$ cat src/rtl/tx_frame_scheduler.sv
// rtl/tx_frame_scheduler.sv - TLP/DLLP framing scheduler with IDL fill; SKP insertion under SKP_INSERT_EN
module tx_frame_scheduler #(
  parameter int LANES        = 4,
  parameter int BITS         = 7,
  parameter int MAX_LEN      = 16,
  parameter int SKP_INTERVAL = 64
) (
  input  logic                       CLK,
  input  logic                       RESET,
  input  logic                       TLP_REQ,
  input  logic [BITS:0]              TLP_DATA,
  input  logic                       TLP_LAST,
  input  logic                       TLP_ABORT,
  output logic                       TLP_ACK,
  input  logic                       DLLP_REQ,
  input  logic [BITS:0]              DLLP_DATA,
  input  logic                       DLLP_LAST,
  output logic                       DLLP_ACK,
  output logic [BITS:0]              D,
  output logic                       DK,
  output logic [$clog2(LANES)-1:0]   LANE_IDX,
  output logic                       BUSY,
  output logic                       ERR
);

  localparam int LW = $clog2(LANES);
  localparam int BW = BITS + 1;
  localparam int CW = $clog2(MAX_LEN + 1);

  localparam logic [BITS:0] TOK_STP = BW'(8'hfb);
  localparam logic [BITS:0] TOK_SDP = BW'(8'h5c);
  localparam logic [BITS:0] TOK_END = BW'(8'hfd);
  localparam logic [BITS:0] TOK_EDB = BW'(8'hfe);
  localparam logic [BITS:0] TOK_IDL = BW'(8'h7c);
`ifdef SKP_INSERT_EN
  localparam logic [BITS:0] TOK_COM = BW'(8'hbc);
  localparam logic [BITS:0] TOK_SKP = BW'(8'h1c);
  localparam int SW = (SKP_INTERVAL > 1) ? $clog2(SKP_INTERVAL) : 1;
`endif

  localparam logic [LW-1:0] LAST_SLOT = LW'(LANES - 1);
  localparam logic SRC_TLP  = 1'b0;
  localparam logic SRC_DLLP = 1'b1;

  // Reject configurations the slot counter and skip timer cannot represent
  if (LANES < 2 || MAX_LEN < 1 || SKP_INTERVAL < 2) begin : g_param_check
    $error("tx_frame_scheduler: unsupported parameter set");
  end

  typedef enum logic [1:0] {ST_IDLE, ST_SKPOS, ST_DATA, ST_TERM} state_e;

  state_e          state_q, state_d;
  logic [LW-1:0]   slot_q, slot_d;
  logic            grant_q, grant_d;
  logic            last_grant_q, last_grant_d;
  logic            use_edb_q, use_edb_d;
  logic [CW-1:0]   cnt_q, cnt_d;
  logic [BITS:0]   d_q, byte_d;
  logic            dk_q, dk_d;
  logic [LW-1:0]   lane_q;
  logic            busy_q, busy_d;
  logic            err_q, err_d;
  logic            tlp_ack, dllp_ack;
  logic            pick;
  logic            cur_req, cur_last, cur_abort;
  logic [BITS:0]   cur_data;
`ifdef SKP_INSERT_EN
  logic [SW-1:0]   skp_cnt_q;
  logic            skp_pend_q;
  logic            skp_done;
`endif

  // Requests/acks are gated off while reset is held so a reset mid-packet never consumes a byte
  assign TLP_ACK  = tlp_ack  & ~RESET;
  assign DLLP_ACK = dllp_ack & ~RESET;
  assign D        = d_q;
  assign DK       = dk_q;
  assign LANE_IDX = lane_q;
  assign BUSY     = busy_q;
  assign ERR      = err_q;

  // View of the granted source so the DATA state handles both sources with one path
  always_comb begin
    cur_req   = (grant_q == SRC_TLP) ? TLP_REQ  : DLLP_REQ;
    cur_data  = (grant_q == SRC_TLP) ? TLP_DATA : DLLP_DATA;
    cur_last  = (grant_q == SRC_TLP) ? TLP_LAST : DLLP_LAST;
    cur_abort = (grant_q == SRC_TLP) & TLP_ABORT;
  end

  // Next-state, produced byte and handshake decode
  always_comb begin
    state_d      = state_q;
    slot_d       = (slot_q == LAST_SLOT) ? '0 : slot_q + LW'(1);
    grant_d      = grant_q;
    last_grant_d = last_grant_q;
    use_edb_d    = use_edb_q;
    cnt_d        = cnt_q;
    byte_d       = TOK_IDL;
    dk_d         = 1'b1;
    tlp_ack      = 1'b0;
    dllp_ack     = 1'b0;
    err_d        = 1'b0;
    pick         = (TLP_REQ && (!DLLP_REQ || last_grant_q == SRC_DLLP)) ? SRC_TLP : SRC_DLLP;
`ifdef SKP_INSERT_EN
    skp_done     = 1'b0;
`endif
    case (state_q)
      ST_IDLE: begin
`ifdef SKP_INSERT_EN
        if (slot_q == '0 && skp_pend_q) begin
          byte_d  = TOK_COM;
          dk_d    = 1'b0;
          state_d = ST_SKPOS;
        end else
`endif
        if (slot_q == '0 && (TLP_REQ || DLLP_REQ)) begin
          grant_d      = pick;
          last_grant_d = pick;
          cnt_d        = '0;
          byte_d       = (pick == SRC_TLP) ? TOK_STP : TOK_SDP;
          dk_d         = 1'b0;
          state_d      = ST_DATA;
        end
      end
`ifdef SKP_INSERT_EN
      ST_SKPOS: begin
        byte_d = TOK_SKP;
        if (slot_q == LAST_SLOT) begin
          skp_done = 1'b1;
          state_d  = ST_IDLE;
        end
      end
`endif
      ST_DATA: begin
        if (cur_abort) begin
          use_edb_d = 1'b1;
          state_d   = ST_TERM;
        end else if (cur_req) begin
          tlp_ack  = (grant_q == SRC_TLP);
          dllp_ack = (grant_q == SRC_DLLP);
          byte_d   = cur_data;
          cnt_d    = cnt_q + CW'(1);
          if (cur_last) begin
            use_edb_d = 1'b0;
            state_d   = ST_TERM;
          end else if (cnt_q == CW'(MAX_LEN - 1)) begin
            use_edb_d = 1'b1;
            err_d     = 1'b1;
            state_d   = ST_TERM;
          end
        end
      end
      ST_TERM: begin
        if (slot_q == LAST_SLOT) begin
          byte_d  = use_edb_q ? TOK_EDB : TOK_END;
          dk_d    = 1'b0;
          state_d = ST_IDLE;
        end
      end
      default: state_d = ST_IDLE;
    endcase
    // Start and end tokens belong to the frame, so busy covers the entering and leaving cycles
    busy_d = (state_q != ST_IDLE) || (state_d != ST_IDLE);
  end

  // State register and registered byte stream toward the striper
  always_ff @(posedge CLK) begin
    if (RESET) begin
      state_q      <= ST_IDLE;
      slot_q       <= '0;
      grant_q      <= SRC_TLP;
      last_grant_q <= SRC_DLLP;
      use_edb_q    <= 1'b0;
      cnt_q        <= '0;
      d_q          <= TOK_IDL;
      dk_q         <= 1'b1;
      lane_q       <= LAST_SLOT;
      busy_q       <= 1'b0;
      err_q        <= 1'b0;
    end else begin
      state_q      <= state_d;
      slot_q       <= slot_d;
      grant_q      <= grant_d;
      last_grant_q <= last_grant_d;
      use_edb_q    <= use_edb_d;
      cnt_q        <= cnt_d;
      d_q          <= byte_d;
      dk_q         <= dk_d;
      lane_q       <= slot_q;
      busy_q       <= busy_d;
      err_q        <= err_d;
    end
  end

`ifdef SKP_INSERT_EN
  // Free-running skip timer; a new expiry wins over a same-cycle service so no request is lost
  always_ff @(posedge CLK) begin
    if (RESET) begin
      skp_cnt_q  <= '0;
      skp_pend_q <= 1'b0;
    end else begin
      if (skp_cnt_q == SW'(SKP_INTERVAL - 1)) begin
        skp_cnt_q  <= '0;
        skp_pend_q <= 1'b1;
      end else begin
        skp_cnt_q <= skp_cnt_q + SW'(1);
        if (skp_done) skp_pend_q <= 1'b0;
      end
    end
  end
`endif

endmodule

$ cat config.mk
export PLATFORM = sky130hd
export DESIGN_NAME = tx_frame_scheduler
export DESIGN_NICKNAME = d
export VERILOG_FILES = /design/src/rtl/tx_frame_scheduler.sv
export SDC_FILE = /design/constraint.sdc
export NUM_CORES = 1
export LEC_CHECK = 0
export CELL_PAD_IN_SITES_DETAIL_PLACEMENT = 1
export CELL_PAD_IN_SITES_GLOBAL_PLACEMENT = 1
export CORE_MARGIN = 2
export CORE_UTILIZATION = 30
export DETAILED_ROUTE_END_ITERATION = 6
export HOLD_SLACK_MARGIN = 0.06
export PLACE_DENSITY = 0.73
export SYNTH_ARGS = -nofsm -noshare
export SYNTH_HDL_FRONTEND = slang
export SYNTH_SLANG_ARGS = --single-unit
$ cat constraint.sdc
create_clock -name CLK -period 2.4 [get_ports CLK]
set_clock_uncertainty 0.1 [all_clocks]
set_input_delay 0.48 -clock CLK [delete_from_list [all_inputs] [get_ports CLK]]
set_output_delay 0.48 -clock CLK [all_outputs]
set_load 0.03 [all_outputs]
Yosys cells after proc, flatten, opt, wreduce, memory -nomap -nowiden
Cells that the tools add are included.
- add/sub/neg operators: 2
- eq/ne operators: 7
- muxes and demuxes: 36
- bitwise operators: 7
- reductions and logical operators: 18
- operators by type and width (kind ; number):
    $mux 8 ; 6
    $pmux 8 s3 ; 1
    $mux 1 ; 16
    $mux 5 ; 3
    $mux 2 ; 7
    $pmux 5 s2 ; 1
    $reduce_bool 2->1 ; 4
    $eq 2x2->1 const B ; 3
    $ne 2x2->1 const B ; 3
    $pmux 2 s3 ; 1
    $add 5x1->5 const B ; 1
    $eq 5x4->1 const B ; 1
    $reduce_or 5->1 ; 1
    $logic_not 2->1 ; 2
    $not 1->1 ; 4
    $reduce_and 4->1 ; 1
    $and 1x1->1 ; 3
    $logic_or 1x1->1 ; 3
    $reduce_and 3->1 ; 1
    $reduce_bool 3->1 ; 1
    $add 2x1->2 const B ; 1
    $logic_and 1x1->1 ; 2
    $pmux 1 s2 ; 1
    $reduce_and 2->1 ; 1
    2 further kinds ; 2
- bits in registers: 25
- input port bits: 23
- logic and storage cells: 81

Logic depth before layout (Yosys ltp)
Gate-level depths: netlist of the first run.
- depth after elaboration: 8
- gate-level depth with buffers: 7

Worst setup path before layout of the first run
Ideal clock, no wire load.
- kind: input -> output
- start: input port TLP_ABORT
- end: output port TLP_ACK
- arrival: 1.276 ns
- data required time: 1.820 ns
- setup slack: 0.544 ns
- stages on the path: 2
- buffers on the path: 0
- path through: or3b_1 > nor2_1
- longest elaborated chain between the ends: 4
- RTL lines (item ; RTL line ; text):
    start: declaration ; 13 ; input logic TLP_ABORT,
    $and 1x1->1 ; 87 ; cur_abort = (grant_q == SRC_TLP) & TLP_ABORT;
    $mux 1 ; 135 ; if (cur_abort) begin
    $mux 1 ; 107 ; case (state_q)
    $and 1x1->1 ; 74 ; assign TLP_ACK = tlp_ack & ~RESET;
    end: declaration ; 14 ; output logic TLP_ACK,
No other way between the ends.

Final worst setup path of the first run
- start: register grant_q
- end: output port TLP_ACK
- longest elaborated chain between the ends: 5
- elaborated cells between the ends (all ways): 7
- classes of those cells: mux: 4; bitwise: 3
- RTL lines (item ; RTL line ; text):
    start: declaration ; 54 ; logic grant_q, grant_d;
    start signal: assignment ; 183 ; grant_q <= grant_d;
    $mux 1 or $not 1->1 (tied branches) ; 84, 87, 139 ;
    $mux 1 or $and 1x1->1 (tied branches) ; 138, 87 ;
    $mux 1 * ; 135 ;
    $mux 1 * ; 107 ;
    $and 1x1->1 * ; 74 ;
Every way passes the cells marked *; elsewhere a longest branch is shown, timed or not.

==> flow_metrics.py, run 1 <==
metrics = {
    "synth": {
        "syn_area_um2": 1250,
        "syn_nets": 172,
        "ys_warn_count": 0,
        "syn_inst": 141,
        "async_flop_share_pct": 0,
        "synth_edf_count": 0,
        "syn_area_per_cell_um2": 8.86,
        "synth_flop_cell": "dfxtp_1",
        "synth_seq_cells": 25,
        "ys_types": 42,
        "ys_seq_area_share_pct": 40.1,
    },
    "timing": {
        "hold_slack_ns": 0.379,
        "fin_setup_tns_ns": 0,
        "rsz0062_at_grt": "false",
        "relSlewSlack_pct": 67.8,
        "setup_viol": 0,
        "max_freq_mhz": 440,
        "worst_slew_pin_slew_ns": 0.482,
        "drv_slew": 0,
        "final-hold-violation-count": 0,
        "period_share_pct": 94.8,
        "min_period_ns": 2.27,
    },
    "clock_network": {
        "clk_latency_ns": 0.26,
        "cts.clk_slew.worst_paths_ns": 0.09,
        "cts_buffers": 3,
        "cts_tree": "done",
        "htreeDepth": 1,
        "ctsHoldBuffers": 0,
        "clockBufferDepth": 2,
        "clock_sinks": 25,
        "postCtsSetupBuffers": 0,
        "ctsResizeCount": 0,
        "root_buffer": "clkbuf_8",
    },
    "die": {
        "initial_core_util_pct": 31.2,
        "die_h_um": 68.5,
        "core_um2": 4000,
        "rows": 23,
        "die_area_um2": 4690,
        "io_pins": 38,
        "fp.dieW_um": 68.5,
    },
    "power": {
        "seq_power_share_pct": 36.2,
        "cellInternalPower_w": 0.000929,
        "powerDensity_nw_per_um2": 887,
        "p_leak_nw": 0.683,
        "swShare_pct": 39.9,
        "clock_power_share_pct": 16.6,
        "p_comb_share_pct": 47.3,
        "p_switching_w": 0.000617,
        "peakVddDrop_uv": 266,
    },
    "final_layout": {
        "area_growth_pct": 39.6,
        "layout.nets": 215,
        "final_cell_mix": "clkdlybuf4s50_1 (35), dfxtp_1 (25), nand2_1 (13)",
        "fillers": 480,
        "layout.cells.non_filler": 233,
        "final_common_cell": "clkdlybuf4s50_1",
        "drive_gt1_share_pct": 11.5,
        "diodes": 0,
    },
    "worst_setup_path": {
        "required_ns": 1.82,
        "worst-path-max-fanout": 10,
        "start_kind": "register",
        "cp-end-kind": "primary output",
        "path_class": "register to primary output",
        "worstPathArrival_ns": 1.69,
    },
    "route": {
        "vias": 1167,
        "wl_per_cell_um": 15.1,
        "drt-total-wl_um": 3520,
        "drc": 0,
        "dr.pass1.iters": 4,
        "ant_nets": 0,
        "drt_iter0_drc": 21,
        "viasPerCell": 5.01,
    },
    "worst_hold_path": {
        "hp-class": "register to register",
    },
    "status": {
        "status": "complete, no violations",
    },
    "placed_design": {
        "portBuffers": 37,
        "gp_congestion": 0.761,
        "hpwlAfterDp_um": 2830,
        "dp_cells": 229,
    },
    "global_route": {
        "grt_pass1_wl_um": 5670,
        "grt_pass1_vias": 1239,
        "grt_use_total_pct": 16.0,
        "antenna_found_initial": 0,
        "overflow": 0,
        "grt_max_degree": 16,
    },
    "job": {
        "maxCapViolations": 0,
    },
}
[cells in the mapped netlist, types with 3 or more instances]
master	count	area share [%]
o21ai_1	3	1.2
nand2_1	13	3.9
a22o_1	3	2.1
nand2b_1	5	2.5
ha_1	8	8.0
nand3_1	6	2.4
o21ai_0	5	2.0
inv_1	9	2.7
a21oi_1	6	2.4
dfxtp_1	25	40
or2_2	3	1.5
nor2_1	11	3.3
a31oi_1	4	2.0
mux2i_1	6	4.8
[routing by layer]
layer  routed length, um  vias to the layer above  track usage, %
li1                    -                      583               -
met1                1520                      553            19.3
met2                1760                       29            29.7
met3                 237                        2            2.44
met4                  12                        0            3.00
met5                   0                        -               0
[through the flow]
stage | setup WS [ns] | cell area, um2 | utilization, % | power (W)
finish | 0.125 | 1740 | 43.6 | 0.00155
global route | 0.0259 | 1740 | 43.6 | 0.00165
CTS | 0.117 | 1740 | 43.6 | 0.00157
detailed placement | 0.134 | 1690 | 42.4 | 0.00131
global placement | 0.192 | 1690 | 42.4 | 0.00128
floorplan | 0.544 | 1250 | - | 0.00104
[flip-flops by register name, indices dropped and copies added (netlist names)]
name	flops
use_edb_q	1
state_q	2
BUSY	1
grant_q	1
last_grant_q	1
ERR	1
D	8
slot_q	2
cnt_q	5
DK	1
LANE_IDX	2
[worst max-delay path: stages, from the launching register on]
cell	delay, ns
dfxtp_1	0.47
buf_4	0.25
or3b_1	0.42
nor2_1	0.12
buf_4	0.17
[power by group through the flow]
stage | registers, W | logic (W) | clock network, W
2_1_floorplan | 0.000660 | 0.000379 | 0
3_3_place_gp | 0.000566 | 0.000719 | 0
3_5_place_dp | 0.000571 | 0.000737 | 0
4_1_cts | 0.000560 | 0.000739 | 0.000267
5_1_grt | 0.000572 | 0.000799 | 0.000284
6_report | 0.000559 | 0.000731 | 0.000256
[path summary, 6_finish.rpt]
check        slack [ns]   endpoint  cells after the start        from
max                0.13    TLP_ACK                      4     grant_q
min                0.38  use_edb_q                      2   use_edb_q
max reg2reg        0.31       BUSY                      6  state_q[0]
min reg2reg        0.38  use_edb_q                      2   use_edb_q
[kinds of logic after synthesis]
family	synth area share, %
AO/OA/AOI/OAI	20.9
flip-flops	40.1
adder cells (fa/ha/maj)	8.02
buffers and inverters	4.31
AND/OR/NAND/NOR	20.9
multiplexers	5.71
[area by class of cell]
type                    instances  area (um2)  area share (%)
inverters                       9        33.8            1.94
clock inverters                 1        7.51           0.431
well taps                      50        62.6            3.59
clock buffers                   3        41.3            2.37
multi-input cells             103         694            39.8
repair buffers                 42         403            23.1
flip-flops and latches         25         500            28.7
(Power assumes the default switching activity.)
==> run 2: changes to the inputs <==
--- a/config.mk
+++ b/config.mk
@@ -9,6 +9,7 @@
 export CELL_PAD_IN_SITES_GLOBAL_PLACEMENT = 1
 export CORE_MARGIN = 2
 export CORE_UTILIZATION = 30
+export CTS_CLUSTER_DIAMETER = 200
 export DETAILED_ROUTE_END_ITERATION = 6
 export HOLD_SLACK_MARGIN = 0.06
 export PLACE_DENSITY = 0.73
==> results of run 2 <==
No change in the layout: final DEF, timing and power equal those of run 1.
==> run 3: changes to the inputs <==
--- a/config.mk
+++ b/config.mk
@@ -5,6 +5,7 @@
 export SDC_FILE = /design/constraint.sdc
 export NUM_CORES = 1
 export LEC_CHECK = 0
+export ABC_AREA = 1
 export CELL_PAD_IN_SITES_DETAIL_PLACEMENT = 1
 export CELL_PAD_IN_SITES_GLOBAL_PLACEMENT = 1
 export CORE_MARGIN = 2
@@ -12,7 +13,7 @@
 export CTS_CLUSTER_DIAMETER = 200
 export DETAILED_ROUTE_END_ITERATION = 6
 export HOLD_SLACK_MARGIN = 0.06
-export PLACE_DENSITY = 0.73
+export PLACE_DENSITY = 0.75
 export SYNTH_ARGS = -nofsm -noshare
 export SYNTH_HDL_FRONTEND = slang
 export SYNTH_SLANG_ARGS = --single-unit
==> run 3 against run 2 <==
  * Hold slack got worse by 0.0061 ns
  * Area after synthesis increased by 5.2%
  * Final area increased by 4.2%
  * Clock-buffer cell count unchanged
  * Global-route usage shrank 0.90 points
  * Worst setup slack improved by 0.16 ns
  * Highest routed layer unchanged
  * Via count up 14%
  * Register-to-register slack improved by 0.37 ns
  * Combinational power increased by 9.3%
  * Routed wire length is 2.2% higher
==> flow_metrics.py, run 3 <==
metrics = {
    "worst_hold_path": {
        "whs_path_depth": 2,
        "holdPathEnd": "last_grant_q",
        "hp-class": "register to register",
        "hp-start": "last_grant_q",
    },
    "timing": {
        "period_share_pct": 88.1,
        "drv_slew": 0,
        "min_period_ns": 2.12,
        "rsz0062_at_grt": "false",
        "relSlewSlack_pct": 66.9,
        "hold_slack_ns": 0.373,
        "final-hold-violation-count": 0,
        "fin_setup_tns_ns": 0,
        "max_freq_mhz": 473,
        "setup_viol": 0,
        "worst_slew_pin_slew_ns": 0.492,
    },
    "die": {
        "fp.dieW_um": 70.2,
        "rows": 24,
        "io_pins": 38,
        "die_area_um2": 4920,
        "core_um2": 4290,
        "initial_core_util_pct": 30.6,
        "die_h_um": 70.2,
    },
    "worst_setup_path": {
        "cp-end-kind": "primary output",
        "critPathTopFamily": "flip-flops",
        "startpoint": "state_q[0]",
        "worst-path-max-fanout": 6,
        "required_ns": 1.82,
        "worst-r2r-cell-count": 7,
        "start_kind": "register",
        "slowest_stage": "dfxtp_1",
        "cp_num_buf_inv": 2,
        "r2r-end": "cnt_q[4]",
        "timing.reg2reg.setup_slack_ns": 0.68,
        "crit_chain": "inv_1, ha_1, nand2_1, nor3_1, buf_4",
        "worstPathArrival_ns": 1.54,
        "path_class": "register to primary output",
        "r2r-start": "state_q[1]",
        "max_stage_delay_ns": 0.35,
    },
    "final_layout": {
        "final_common_cell": "nand2_1",
        "diodes": 0,
        "fillers": 563,
        "drive_gt1_share_pct": 9.61,
        "fin_util_pct": 42.3,
        "area_growth_pct": 38.2,
        "layout.nets": 261,
        "largest_reg_flops": 8,
        "final_cell_mix": "nand2_1 (47), clkdlybuf4s50_1 (35), dfxtp_1 (25)",
    },
    "synth": {
        "syn_inst": 186,
        "synth_xor_area_share_pct": 0,
        "yosys.area.top_type_share_pct": 38.1,
        "yosysMostFrequentCell": "nand2_1",
        "syn_area_um2": 1310,
        "synth_compound_area_share_pct": 13.6,
        "synth.area.top_cells": "dfxtp_1 (38%), nand2_1 (13%), ha_1 (7.6%), nand3_1 (6.5%), inv_1 (6.0%)",
        "synth_seq_cells": 25,
        "ys_warn_count": 0,
        "syn_nets": 217,
        "synth-simple-area-share_pct": 32.1,
        "async_flop_share_pct": 0,
        "synth_mux_area_share_pct": 0,
        "synth_edf_count": 0,
        "syn_area_per_cell_um2": 7.06,
        "synthAdderAreaFrac_pct": 7.62,
        "netlist_top_cells_count": "nand2_1 (47), dfxtp_1 (25), inv_1 (21), nor2_1 (18), nand3_1 (17)",
        "synth_top_family_by_area": "simple AND/OR/NAND/NOR gates",
        "yosys.area.top_type": "dfxtp_1",
        "synth_flop_cell": "dfxtp_1",
        "ys_seq_area_share_pct": 38.1,
        "ys_types": 24,
    },
    "global_route": {
        "grt_max_degree": 15,
        "grt_pass1_vias": 1266,
        "antenna_found_initial": 0,
        "grt_pass1_wl_um": 5920,
        "grt_use_total_pct": 15.1,
        "overflow": 0,
    },
    "clock_network": {
        "root_buffer": "clkbuf_8",
        "htreeDepth": 1,
        "ctsResizeCount": 0,
        "cts.clk_slew.worst_paths_ns": 0.09,
        "clk_latency_ns": 0.27,
        "cts_buffers": 3,
        "clockBufferDepth": 2,
        "postCtsSetupBuffers": 0,
        "ctsHoldBuffers": 0,
        "clock_sinks": 25,
        "cts_tree": "done",
    },
    "placed_design": {
        "portBuffers": 37,
        "gp_congestion": 0.811,
        "hpwlAfterDp_um": 2890,
    },
    "power": {
        "powerDensity_nw_per_um2": 883,
        "p_comb_share_pct": 49.8,
        "peakVddDrop_uv": 347,
        "seq_power_share_pct": 34.7,
        "power_w": 0.00160,
        "cellInternalPower_w": 0.000928,
        "swShare_pct": 42.1,
        "p_switching_w": 0.000675,
        "p_leak_nw": 0.816,
        "clock_power_share_pct": 15.5,
    },
    "route": {
        "drt-total-wl_um": 3600,
        "drt_iter0_drc": 30,
        "vias": 1325,
        "viasPerCell": 4.72,
        "drc": 0,
        "ant_nets": 0,
        "wl_per_cell_um": 12.8,
        "dr.pass1.iters": 4,
    },
    "status": {
        "status": "complete, no violations",
    },
    "job": {
        "maxCapViolations": 0,
    },
}
## run 3: cells by family (layout without fill, tap and decap cells)
group / Yosys count / in the layout
AOI/OAI and AO/OA: 31 / 31
adders and majority gates: 8 / 8
buffers and inverters: 27 / 70
DFF: 25 / 25
and+or+nand+nor: 95 / 95
## run 3: worst max-delay path by stage
stage	depth (start not counted)	endpoint	slack (ns)
global route	5	DLLP_ACK	0.16
CTS	5	DLLP_ACK	0.26
detailed placement	4	TLP_ACK	0.36
global placement	4	TLP_ACK	0.37
finish	5	DLLP_ACK	0.28
floorplan	5	DLLP_ACK	0.22
## run 3: cell type report
type                            instances  area (um2)  area share [%]
Clock inverter                          1        5.00           0.276
Sequential cell                        25         500            27.6
Timing Repair Buffer                   43         410            22.6
Clock buffer                            3        41.3            2.27
Tap cell                               52        65.1            3.58
Multi-Input combinational cell        134         707            38.9
Inverter                               23        86.3            4.76
## run 3: tightest hold or removal path, stage by stage, from the launching register on
cell	delay [ns]
dfxtp_1	0.34
a21oi_1	0.06
nand2_1	0.05
## run 3: per-stage QoR
stage	instances	area [um2]	setup slack [ns]
after CTS	281	1820	0.261
final	281	1820	0.285
after detailed placement	277	1770	0.356
after floorplan	186	1320	0.218
after global routing	281	1820	0.159
after global placement	277	1770	0.371
## run 3: power groups by stage
stage	logic [W]	registers (W)	clock network, W
finish	0.000799	0.000556	0.000248
global route	0.000886	0.000569	0.000276
CTS	0.000805	0.000557	0.000261
detailed placement	0.000801	0.000567	0
global placement	0.000795	0.000565	0
floorplan	0.000424	0.000662	0
## run 3: routing by layer
| metal | wire length [um] | GRT usage (%) | vias to the layer above | share of wire (%) |
|---|---|---|---|---|
| li1 | - | - | 693 | - |
| met2 | 1620 | 24.6 | 27 | 45 |
| met3 | 143 | 3.03 | 4 | 4.0 |
| met4 | 38 | 3.21 | 0 | 1.1 |
| met1 | 1800 | 20.7 | 601 | 50 |
| met5 | 0 | 0 | - | 0 |
